$ cat src/rtl/imem_loader_if.sv
// -----------------------------------------------------------------------------
// imem_loader_if
//   Groups the two buses that the instruction-memory loader touches:
//     - the incoming byte stream from the host/boot source (valid/ready)
//     - the IMem write port (IAddr / IDataIn / RW)
//   Signals:
//     byte_in    [7:0]  stream byte, driven by the source
//     byte_valid        byte_in is valid, driven by the source
//     byte_ready        loader takes the byte this cycle, driven by the loader
//     IAddr      [31:0] IMem byte address, driven by the loader
//     IDataIn    [31:0] IMem write data, driven by the loader
//     RW                IMem write strobe (1 = write), driven by the loader
//   Modports:
//     master : loader side (drives IMem bus and byte_ready)
//     slave  : environment side (byte source + IMem)
// -----------------------------------------------------------------------------
interface imem_loader_if;
  logic [7:0]  byte_in;
  logic        byte_valid;
  logic        byte_ready;
  logic [31:0] IAddr;
  logic [31:0] IDataIn;
  logic        RW;

  modport master (
    input  byte_in,
    input  byte_valid,
    output byte_ready,
    output IAddr,
    output IDataIn,
    output RW
  );

  modport slave (
    output byte_in,
    output byte_valid,
    input  byte_ready,
    input  IAddr,
    input  IDataIn,
    input  RW
  );
endinterface

$ cat src/rtl/imem_loader.sv
// -----------------------------------------------------------------------------
// imem_loader
//   Write-side master for the byte-addressed instruction memory. Packs a byte
//   stream four bytes at a time (little-endian) into words and writes each word
//   to consecutive word addresses of IMem before the CPU starts.
//
//   Ports:
//     CLK         system clock, rising edge
//     RST         asynchronous, active-low reset
//     start       1-cycle load request, ignored while busy
//     start_addr  first word byte-address (latched on an accepted start)
//     word_cnt    number of words to load (latched on an accepted start)
//     bus         imem_loader_if.master: byte stream in, IMem write port out
//     busy        loader is not idle
//     done        1-cycle pulse at the end of every load (ok or rejected)
//     err         load was rejected; held until the next accepted start
//     skip_cnt    words IMem silently drops (address 0 or data 0), saturating
//
//   Each word costs COLLECT (4 accepted bytes) + SETUP + WRITE + HOLD. IMem
//   writes are level-sensitive, so IAddr/IDataIn are loaded one cycle before RW
//   rises (SETUP) and held one cycle after it falls (HOLD).
// -----------------------------------------------------------------------------
module imem_loader #(
  parameter int unsigned MEM_BYTES = 71
) (
  input  logic                CLK,
  input  logic                RST,
  input  logic                start,
  input  logic [31:0]         start_addr,
  input  logic [7:0]          word_cnt,
  imem_loader_if.master       bus,
  output logic                busy,
  output logic                done,
  output logic                err,
  output logic [7:0]          skip_cnt
);

  typedef enum logic [2:0] {
    S_IDLE    = 3'd0,
    S_COLLECT = 3'd1,
    S_SETUP   = 3'd2,
    S_WRITE   = 3'd3,
    S_HOLD    = 3'd4,
    S_DONE    = 3'd5
  } state_e;

  state_e      state_q,  state_d;
  logic [31:0] addr_q,   addr_d;
  logic [7:0]  cnt_q,    cnt_d;
  logic [1:0]  k_q,      k_d;
  logic [31:0] word_q,   word_d;
  logic [31:0] iaddr_q,  iaddr_d;
  logic [31:0] idata_q,  idata_d;
  logic        err_q,    err_d;
  logic [7:0]  skip_q,   skip_d;

  logic        byte_ready;
  logic        byte_fire;
  logic [31:0] word_merged;
  logic [33:0] end_addr;
  logic        reject;

  // A byte is consumed only while collecting and the source offers one.
  assign byte_fire = (state_q == S_COLLECT) && bus.byte_valid;

  // Current word with the incoming byte dropped into lane k (little-endian).
  generate
    for (genvar gi = 0; gi < 4; gi++) begin : g_lane
      assign word_merged[8*gi +: 8] =
        (byte_fire && (k_q == 2'(gi))) ? bus.byte_in : word_q[8*gi +: 8];
    end
  endgenerate

  // Bound check in 34 bits so a huge start_addr cannot wrap past the limit.
  assign end_addr = {2'b00, start_addr} + {24'd0, word_cnt, 2'b00};
  assign reject   = (start_addr[1:0] != 2'b00) || (end_addr > 34'(MEM_BYTES));

  // ---------------------------------------------------------------------------
  // State register
  // ---------------------------------------------------------------------------
  always_ff @(posedge CLK or negedge RST) begin
    if (!RST) begin
      state_q <= S_IDLE;
      addr_q  <= '0;
      cnt_q   <= '0;
      k_q     <= '0;
      word_q  <= '0;
      iaddr_q <= '0;
      idata_q <= '0;
      err_q   <= 1'b0;
      skip_q  <= '0;
    end else begin
      state_q <= state_d;
      addr_q  <= addr_d;
      cnt_q   <= cnt_d;
      k_q     <= k_d;
      word_q  <= word_d;
      iaddr_q <= iaddr_d;
      idata_q <= idata_d;
      err_q   <= err_d;
      skip_q  <= skip_d;
    end
  end

  // ---------------------------------------------------------------------------
  // Next state and outputs
  // ---------------------------------------------------------------------------
  always_comb begin
    state_d    = state_q;
    addr_d     = addr_q;
    cnt_d      = cnt_q;
    k_d        = k_q;
    word_d     = word_q;
    iaddr_d    = iaddr_q;
    idata_d    = idata_q;
    err_d      = err_q;
    skip_d     = skip_q;

    byte_ready = (state_q == S_COLLECT);
    busy       = (state_q != S_IDLE);
    done       = (state_q == S_DONE);

    unique case (state_q)
      S_IDLE: begin
        if (start) begin
          addr_d = start_addr;
          cnt_d  = word_cnt;
          k_d    = 2'd0;
          err_d  = reject;
          skip_d = 8'd0;
          if (reject || (word_cnt == 8'd0)) begin
            state_d = S_DONE;
          end else begin
            state_d = S_COLLECT;
          end
        end
      end

      S_COLLECT: begin
        if (byte_fire) begin
          word_d = word_merged;
          k_d    = k_q + 2'd1;
          if (k_q == 2'd3) begin
            // Present address/data a full cycle ahead of the strobe.
            iaddr_d = addr_q;
            idata_d = word_merged;
            state_d = S_SETUP;
          end
        end
      end

      S_SETUP: begin
        state_d = S_WRITE;
      end

      S_WRITE: begin
        // IMem discards writes to address 0 and writes of zero data.
        if (((iaddr_q == 32'd0) || (idata_q == 32'd0)) && (skip_q != 8'hFF)) begin
          skip_d = skip_q + 8'd1;
        end
        state_d = S_HOLD;
      end

      S_HOLD: begin
        addr_d = addr_q + 32'd4;
        cnt_d  = cnt_q - 8'd1;
        k_d    = 2'd0;
        if (cnt_q == 8'd1) begin
          state_d = S_DONE;
        end else begin
          state_d = S_COLLECT;
        end
      end

      S_DONE: begin
        state_d = S_IDLE;
      end

      default: begin
        state_d = S_IDLE;
      end
    endcase
  end

  assign bus.byte_ready = byte_ready;
  assign bus.IAddr      = iaddr_q;
  assign bus.IDataIn    = idata_q;
  assign bus.RW         = (state_q == S_WRITE);
  assign err            = err_q;
  assign skip_cnt       = skip_q;

endmodule

$ cat src/flat_wrapper.sv
// flat-port wrapper written by rule: the top's interface ports become plain ports
module imem_loader_flat 
#(
  parameter int unsigned MEM_BYTES = 71
)
  (CLK, RST, start, start_addr, word_cnt, busy, done, err, skip_cnt, bus_byte_in, bus_byte_valid, bus_byte_ready, bus_IAddr, bus_IDataIn, bus_RW);
  imem_loader_if bus_i ();
  input  logic CLK;
  input  logic RST;
  input  logic start;
  input  logic [31:0] start_addr;
  input  logic [7:0] word_cnt;
  output logic busy;
  output logic done;
  output logic err;
  output logic [7:0] skip_cnt;
  input wire logic [$bits(bus_i.byte_in)-1:0] bus_byte_in;
  input wire logic [$bits(bus_i.byte_valid)-1:0] bus_byte_valid;
  output wire logic [$bits(bus_i.byte_ready)-1:0] bus_byte_ready;
  output wire logic [$bits(bus_i.IAddr)-1:0] bus_IAddr;
  output wire logic [$bits(bus_i.IDataIn)-1:0] bus_IDataIn;
  output wire logic [$bits(bus_i.RW)-1:0] bus_RW;
  assign bus_i.byte_in = bus_byte_in;
  assign bus_i.byte_valid = bus_byte_valid;
  assign bus_byte_ready = bus_i.byte_ready;
  assign bus_IAddr = bus_i.IAddr;
  assign bus_IDataIn = bus_i.IDataIn;
  assign bus_RW = bus_i.RW;
  imem_loader #(.MEM_BYTES(MEM_BYTES)) u_core (.CLK(CLK), .RST(RST), .start(start), .start_addr(start_addr), .word_cnt(word_cnt), .bus(bus_i), .busy(busy), .done(done), .err(err), .skip_cnt(skip_cnt));
endmodule
$ cat config.mk
export PLATFORM = sky130hd
export DESIGN_NAME = imem_loader_flat
export DESIGN_NICKNAME = d
export VERILOG_FILES = /design/src/rtl/imem_loader_if.sv /design/src/rtl/imem_loader.sv /design/src/flat_wrapper.sv
export SDC_FILE = /design/constraint.sdc
export NUM_CORES = 1
export LEC_CHECK = 0
export BUFFER_PORTS_ARGS = -buffer_cell sky130_fd_sc_hd__buf_2
export CAP_MARGIN = 25
export CORE_AREA = 10 10 148 150
export DETAILED_ROUTE_END_ITERATION = 7
export DIE_AREA = 0 0 158 160
export SYNTH_ARGS = -nofsm -noshare
export SYNTH_HDL_FRONTEND = slang
export SYNTH_SLANG_ARGS = --single-unit
$ cat constraint.sdc
create_clock -name CLK -period 4.42 [get_ports CLK]
set_input_delay 0.663 -clock CLK [delete_from_list [all_inputs] [get_ports CLK]]
set_output_delay 0.663 -clock CLK [all_outputs]
set_load 0.05 [all_outputs]
# ---- Word level (Yosys, flattened, before mapping)
# Index checks and enable logic that the tools add are counted.
dict set report totals {
  regBits 150
  in_bits 52
  out_inout_bits 77
  word_cells 75
}
dict set report op_classes {
  n_addsub 5
  order_cmp 1
  eq_ne 14
  mux 20
  reduce_logical 26
}
# cell n
set op_table {}
lappend op_table {{logical NOT 32 bit} 2}
lappend op_table {{case mux 32 bit (2 select lines)} 1}
lappend op_table {{2-to-1 mux 8 bit} 7}
lappend op_table {{> comparator 34 x 7 -> 1 bit, second input constant} 1}
lappend op_table {{adder 32 x 10 -> 33 bit} 1}
lappend op_table {{adder 32 x 3 -> 32 bit, second input constant} 1}
lappend op_table {{2-to-1 mux 32 bit} 1}
lappend op_table {{case mux 8 bit (2 select lines)} 2}
lappend op_table {{2-to-1 mux 3 bit} 5}
lappend op_table {{case mux 3 bit (5 select lines)} 1}
lappend op_table {{AND reduction 3 bit} 4}
lappend op_table {{adder 8 x 1 -> 8 bit, second input constant} 1}
lappend op_table {{== test 8 x 1 -> 1 bit, second input constant} 1}
lappend op_table {{logical NOT 8 bit} 1}
lappend op_table {{!= test 8 bit, second input constant} 1}
lappend op_table {{subtractor 8 x 1 -> 8 bit, second input constant} 1}
lappend op_table {{== test 3 x 2 -> 1 bit, second input constant} 2}
lappend op_table {{== test 3 bit, second input constant} 2}
lappend op_table {{logical AND 1 bit} 6}
lappend op_table {{!= test 2 x 1 -> 1 bit, second input constant} 3}
lappend op_table {{case mux 2 bit (3 select lines)} 1}
lappend op_table {{AND reduction 2 bit} 3}
lappend op_table {{nonzero test 2 bit} 3}
lappend op_table {{nonzero test 3 bit} 2}
lappend op_table {{9 further kinds} 13}

# ---- Depth between registers and ports, before layout
# Gate-level depths: netlist of the first run.
dict set report logic_depth {
  ltp_word 7
  depth_mapped 11
  ltp_nobuf 11
}

# ---- Least setup slack after synthesis of the first run
# Ideal clock, no wire load.
dict set report synth_path {
  kind {input to register}
  startpoint {input port start_addr[2]}
  endpoint {register u_core.state_q[2]}
  setup_time_ns 0.137
  arrival_time_ns 2.871
  t_required_ns 4.283
  path_slack_ns 1.412
  cell_stages 11
  n_path_buf 0
  path_cell_list {ha_1 -> inv_1 -> fa_1 -> and2b_1 -> o31a_1 -> o21a_1 -> o2111ai_2 -> or3_1 -> a21o_1 -> a2111oi_2 -> a21oi_1}
}
dict set report synth_via {
  elab_chain_cells 7
}
# item line
set synth_rtl {}
lappend synth_rtl {{start, declared} flat_wrapper.sv:11} ;# input logic [31:0] start_addr;
lappend synth_rtl {{adder 32 x 10 -> 33 bit} imem_loader.sv:75} ;# assign end_addr = {2'b00, start_addr} + {24'd0, word_cnt, 2'b00};
lappend synth_rtl {{> comparator 34 x 7 -> 1 bit} imem_loader.sv:76} ;# assign reject = (start_addr[1:0] != 2'b00) || (end_addr > 34'(MEM_BYTES));
lappend synth_rtl {{logical OR 1 bit} imem_loader.sv:76}
lappend synth_rtl {{logical OR 1 bit} imem_loader.sv:131} ;# if (reject || (word_cnt == 8'd0)) begin
lappend synth_rtl {{2-to-1 mux 3 bit} imem_loader.sv:131}
lappend synth_rtl {{2-to-1 mux 3 bit} imem_loader.sv:125} ;# if (start) begin
lappend synth_rtl {{case mux 3 bit (5 select lines)} imem_loader.sv:123} ;# unique case (state_q)
lappend synth_rtl {{end signal, assigned} imem_loader.sv:93} ;# state_q <= state_d;
lappend synth_rtl {{end, declared} imem_loader.sv:47} ;# state_e state_q, state_d;
# Every way passes these cells. The select of a mux whose other input is x is not followed.
# A chain may end at the register's enable or synchronous reset.

# ---- Worst setup path after layout of the first run
dict set report layout_path {
  startpoint {input port word_cnt[0]}
  endpoint {register u_core.err_q (netlist: u_core.err)}
}
dict set report layout_via {
  elab_chain_cells 3
}
# item line
set layout_rtl {}
lappend layout_rtl {{start, declared} flat_wrapper.sv:12} ;# input logic [7:0] word_cnt;
lappend layout_rtl {{adder 32 x 10 -> 33 bit} imem_loader.sv:75}
lappend layout_rtl {{> comparator 34 x 7 -> 1 bit} imem_loader.sv:76}
lappend layout_rtl {{logical OR 1 bit} imem_loader.sv:76}
lappend layout_rtl {{end signal, assigned} imem_loader.sv:100} ;# err_q <= err_d;
lappend layout_rtl {{end, declared} imem_loader.sv:54} ;# logic err_q, err_d;
# Every way passes these cells.

==> results of run 1 <==
## registers in the layout, indices dropped and copies added, names as in the netlist
register,flops
u_core.bus.IDataIn,32
u_core.state_q,3
u_core.err,1
u_core.word_q,24
u_core.bus.IAddr,32
u_core.addr_q,32
u_core.k_q,2
u_core.cnt_q,8
u_core.skip_cnt,8
## area by class of cell
class,count,area (um^2),share of cell area (%)
Multi-Input combinational cell,651,3730,41.4
Sequential cell,142,3550,39.5
Timing Repair Buffer,136,727,8.08
Clock buffer,20,457,5.08
Tap cell,238,298,3.31
Clock inverter,12,173,1.92
Inverter,16,60.1,0.668
## power groups by stage
stage,clock network (mW),registers [mW],logic (mW)
after floorplan,0,3.17,1.16
after global placement,0,2.39,2.72
after detailed placement,0,2.40,2.74
after CTS,1.54,2.38,2.75
after global routing,1.60,2.48,2.96
final,1.52,2.39,2.73
## per-layer routing
layer,GRT usage [%],up-vias
li1,-,3240
met1,25.7,3301
met2,26.7,200
met3,3.65,21
met4,4.47,0
met5,0,-
## per-stage QoR
step / setup slack, ns / cells / power [mW] / hold slack [ns]
floorplan: 1.41 / 847 / 4.33 / 0.367
detailed placement: 0.997 / 1183 / 5.15 / 0.463
CTS: 1.43 / 1215 / 6.67 / 0.359
global placement: 1.05 / 1182 / 5.11 / 0.453
global route: 1.25 / 1215 / 7.04 / 0.384
finish: 1.41 / 1215 / 6.64 / 0.298
## cell usage in the layout, fill, tap and decap left out, types with 18 or more instances in the layout
cell type | synthesis | layout
a211oi_1 | 18 | 18
a21oi_1 | 24 | 24
buf_2 | 10 | 127
dfrtp_1 | 142 | 142
mux2_2 | 26 | 26
nand2_1 | 249 | 248
nand3_1 | 30 | 30
nor2_1 | 59 | 59
nor4_1 | 26 | 26
o21ai_0 | 25 | 25
## path summary, 6_finish.rpt
kind,slack (ns),end,startpoint,cells past startpoint
max in group asynchronous,3.13,u_core.addr_q[25],RST,2
max,1.41,u_core.err,word_cnt[0],12
min,0.30,u_core.addr_q[2],RST,1
max reg2reg,1.86,u_core.bus.IDataIn[27],u_core.state_q[0],8
min in group CLK,0.48,u_core.bus.IAddr[0],u_core.addr_q[0],2
min reg2reg,0.48,u_core.bus.IAddr[0],u_core.addr_q[0],2
## logic make-up after synthesis
family,synth area share [%]
buffers and inverters,2.94
adder cells (fa/ha/maj),2.94
AND/OR/NAND/NOR,27.6
multiplexers,4.31
flip-flops,47.4
AO/OA/AOI/OAI,13.3
XOR/XNOR,1.52
==> impl_metrics.yaml, run 1 <==
outcome:
  status: "completed"
placed_design:
  gp_congestion: 0.933
  dp_hpwl_um: 16900
  port_buffers: 128
  place_area_um2: 8370
synth:
  syn_avg_cell_area_um2: 8.85
  netlist.area_leader.share_pct: 47.4
  synth_nets: 916
  async_flop_share_pct: 100
  ys_seq_area_share_pct: 47.4
  synth_cells: 847
  yosys-top-cells-count: "nand2_1 (249), dfrtp_1 (142), nor2_1 (59)"
  yosys.cell_count.top_type: "nand2_1"
  synthFlopType: "dfrtp_1"
  synth_cell_type_count: 72
  yosys.area.top_type: "dfrtp_1"
  synth_edf_count: 0
  ys_warn_count: 0
  syn-cell-area_um2: 7500
  yosys-top-cells-area: "dfrtp_1 (47%), nand2_1 (12%), mux2_2 (3.9%)"
  ys_ff_latch: 142
clock_network:
  cts_tree: "done"
  clockBufferDepth: 2
  cts_made_buffers: 17
  post_cts_buffers: 0
  cts_root_buf: "clkbuf_16"
  cts_resized: 0
  htree_num_levels: 4
  clk_latency_ns: 0.42
  clock-sinks: 142
  hold_buffers: 0
  clk_transition_reported_paths_ns: 0.06
grt:
  grt_pass1_wl_um: 36400
  grt_overflow: 0
  grt.total_usage_pct: 17.8
  grt_max_degree: 94
  grt_pass1_vias: 6488
  antenna_found_initial: 0
power:
  swShare_pct: 45.9
  p_leak_nw: 4.29
  ir_worst_vdd_mv: 0.288
  powerDensity_nw_per_um2: 738
  sequentialPowerShare_pct: 36.0
  clock_power_share_pct: 22.9
  cellInternalPower_mw: 3.59
  switching_power_mw: 3.05
  combPwrFrac_pct: 41.1
drt:
  wl_met3_um: 1320
  vias: 6762
  met1Wirelength_um: 10800
  ant_nets: 0
  vias_per_cell: 5.57
  firstDrtPassIters: 5
  wl_per_cell_um: 18.7
  routed_wl_um: 22700
  top_layer_used: "met4"
  dr_wl_met2_um: 10300
  route.detailed.drc: 0
  drt-initial-drc-count: 552
critical_path:
  cp-end-kind: "flip-flop"
  max_stage_delay_ns: 0.48
  cp-start-kind: "input port"
  crit_arrival_ns: 3.29
  crit_type: "input port to flip-flop"
  worstPathRequired_ns: 4.70
  slowest_stage: "nor4_1"
  critPathBufInv: 2
  crit_family: "compound AO/OA/AOI/OAI gates"
  path_cells: "buf_2 -> ha_1 -> inv_1 -> fa_1 -> and2b_1 -> o31a_1 -> o21a_1 -> o21ai_1 -> a222oi_1 -> nand4b_1 -> nor4_1 -> a21oi_1"
  cp_max_fo: 5
floorplanning:
  rows: 51
  die_h_um: 160
  die_area_um2: 25300
  start_util_pct: 39.3
  fp.dieW_um: 158
  coreArea_um2: 19100
  io_pins: 129
timing:
  setup_violations: 0
  fin_skew_ns: 0.0116
  tightest_slew_ns: 0.913
  drv_slew: 0
  min_period_ns: 3.01
  hold_viol: 0
  maxSlewHeadroom_pct: 39.1
  grt_setup_unrepaired: "false"
  period_share_pct: 68.1
  max_freq_ghz: 0.332
  tns_ns: 0
min_path:
  hp-class: "input port to asynchronous set/reset pin"
final_layout:
  num-nets-final: 1033
  design_area_um2: 8990
  area_delta_synth_final_pct: 20.0
  final_util_pct: 47.1
  fillers: 1846
  diodes: 0
  layout-drive-gt1-share_pct: 21.9
job:
  timing.max_cap.violations: 0
No activity file was read; power rests on OpenSTA's default activity.
==> run 2, diff against run 1 <==
Clock period 4.42 ns to 3.1 ns, I/O delays scaled along.
==> impl_metrics.yaml, run 2 (synthesis gave the netlist of run 1 again) <==
final_layout:
  final_cells: 1224
  num-nets-final: 1042
  layout-drive-gt1-share_pct: 22.6
  final_cell_mix: "nand2_1 (248), dfrtp_1 (142), buf_2 (127)"
  area_delta_synth_final_pct: 20.8
  mostFrequentLayoutCell: "nand2_1"
  diodes: 0
timing:
  setup_ws_ns: 0.233
  tns_ns: 0
  setup_violations: 0
  drv_slew: 0
  holdWs_ns: 0.0743
  period_share_pct: 92.5
  max_freq_ghz: 0.349
  maxSlewHeadroom_pct: 48.4
  grt_setup_unrepaired: "false"
  fin_skew_ns: 0.00899
  hold_viol: 0
  min_period_ns: 2.87
  tightest_slew_ns: 0.774
clock_network:
  htree_num_levels: 4
  clk_latency_ns: 0.42
  hold_buffers: 0
  cts_tree: "done"
  post_cts_buffers: 0
  clock-sinks: 142
  cts_resized: 0
  cts_made_buffers: 17
  cts_root_buf: "clkbuf_16"
  clk_transition_reported_paths_ns: 0.06
  clockBufferDepth: 2
drt:
  vias_per_cell: 5.54
  ant_nets: 0
  drt-initial-drc-count: 482
  firstDrtPassIters: 5
  vias: 6785
  route.detailed.drc: 0
  wl_per_cell_um: 18.5
  routed_wl_um: 22700
critical_path:
  path_cells: "buf_2 -> ha_1 -> inv_1 -> fa_1 -> and2b_1 -> o31a_1 -> o21a_1 -> o21ai_1 -> o41ai_1 -> o211ai_1 -> nor4_1 -> a21oi_1"
  cp-start-kind: "input port"
  cp-end-kind: "flip-flop"
  max_stage_delay_ns: 0.45
  crit_arrival_ns: 3.15
  slowest_stage: "nor4_1"
  crit_type: "input port to flip-flop"
  cp_max_fo: 5
  reg2reg_from: "u_core.addr_q[11]"
  worstPathRequired_ns: 3.38
  regToRegSetupSlack_ns: 0.64
  rr_worst_depth: 8
  crit-reg2reg-capture: "u_core.addr_q[29]"
power:
  p_total_mw: 9.42
  p_leak_nw: 4.33
  powerDensity_nw_per_um2: 1040
  ir_worst_vdd_mv: 0.383
grt:
  grt_pass1_wl_um: 36500
  grt_pass1_vias: 6645
  grt.total_usage_pct: 18.0
  grt_overflow: 0
  antenna_found_initial: 0
  grt_max_degree: 82
floorplanning:
  die_h_um: 160
  coreArea_um2: 19100
  die_area_um2: 25300
  io_pins: 129
  start_util_pct: 39.3
  rows: 51
  fp.dieW_um: 158
placed_design:
  placed_cells: 1192
  pre_cts_ws_ns: -0.167
  dp_hpwl_um: 17000
  port_buffers: 128
  gp_congestion: 0.918
job:
  timing.max_cap.violations: 0
outcome:
  status: "completed"
min_path:
  hp-class: "input port to asynchronous set/reset pin"
==> run 2: cell count changes in the layout (fill, tap and decap cells not counted), sizes merged <==
cell,previous run,this run
buf,136,145
clkinvlp,1,2
clkbuf,20,18
clkinv,3,4
==> run 2: final cells by class <==
| class | count | area, um^2 |
|---|---|---|
| flip-flops and latches | 142 | 3550 |
| inverters | 16 | 60.1 |
| multi-input cells | 651 | 3730 |
| clock inverters | 14 | 180 |
| well taps | 238 | 298 |
| fillers | 1844 | 10000 |
| clock buffers | 18 | 429 |
| repair buffers | 145 | 812 |
==> run 2: where the power goes <==
part           switching (mW)  internal [mW]
registers               0.741           2.67
logic                    2.78           1.14
clock network           0.815           1.28
total                    4.34           5.09
==> run 2: per-stage QoR <==
step	cell area [um^2]	util (%)
3_5_place_dp	8450	44.3
4_1_cts	9060	47.5
3_3_place_gp	8450	44.3
2_1_floorplan	7500	-
5_1_grt	9060	47.5
6_report	9060	47.5
==> run 2: worst max-delay path by stage <==
stage	startpoint	to	slack, ns	cells after the start
finish	word_cnt[0]	u_core.err	0.23	12
CTS	word_cnt[0]	u_core.err	0.27	12
floorplan	start_addr[2]	u_core.state_q[2]	0.29	11
global route	word_cnt[0]	u_core.err	0.02	12
global placement	word_cnt[0]	u_core.err	-0.07	12
detailed placement	word_cnt[0]	u_core.err	-0.17	12
==> run 2: critical path, delay by kind of cell <==
family                   cells  cell delay [ns]
AO/OA/AOI/OAI                6             1.29
adder cells (fa/ha/maj)      2             0.56
buffers and inverters        2             0.16
AND/OR/NAND/NOR              2             0.67
==> run 2: metal layers <==
metal	up-vias	part of all wire (%)	track usage, %
met4	0	1.3	4.76
met5	-	0	0
li1	3257	-	-
met1	3301	47	25.1
met3	19	6.3	4.08
met2	208	46	27.4
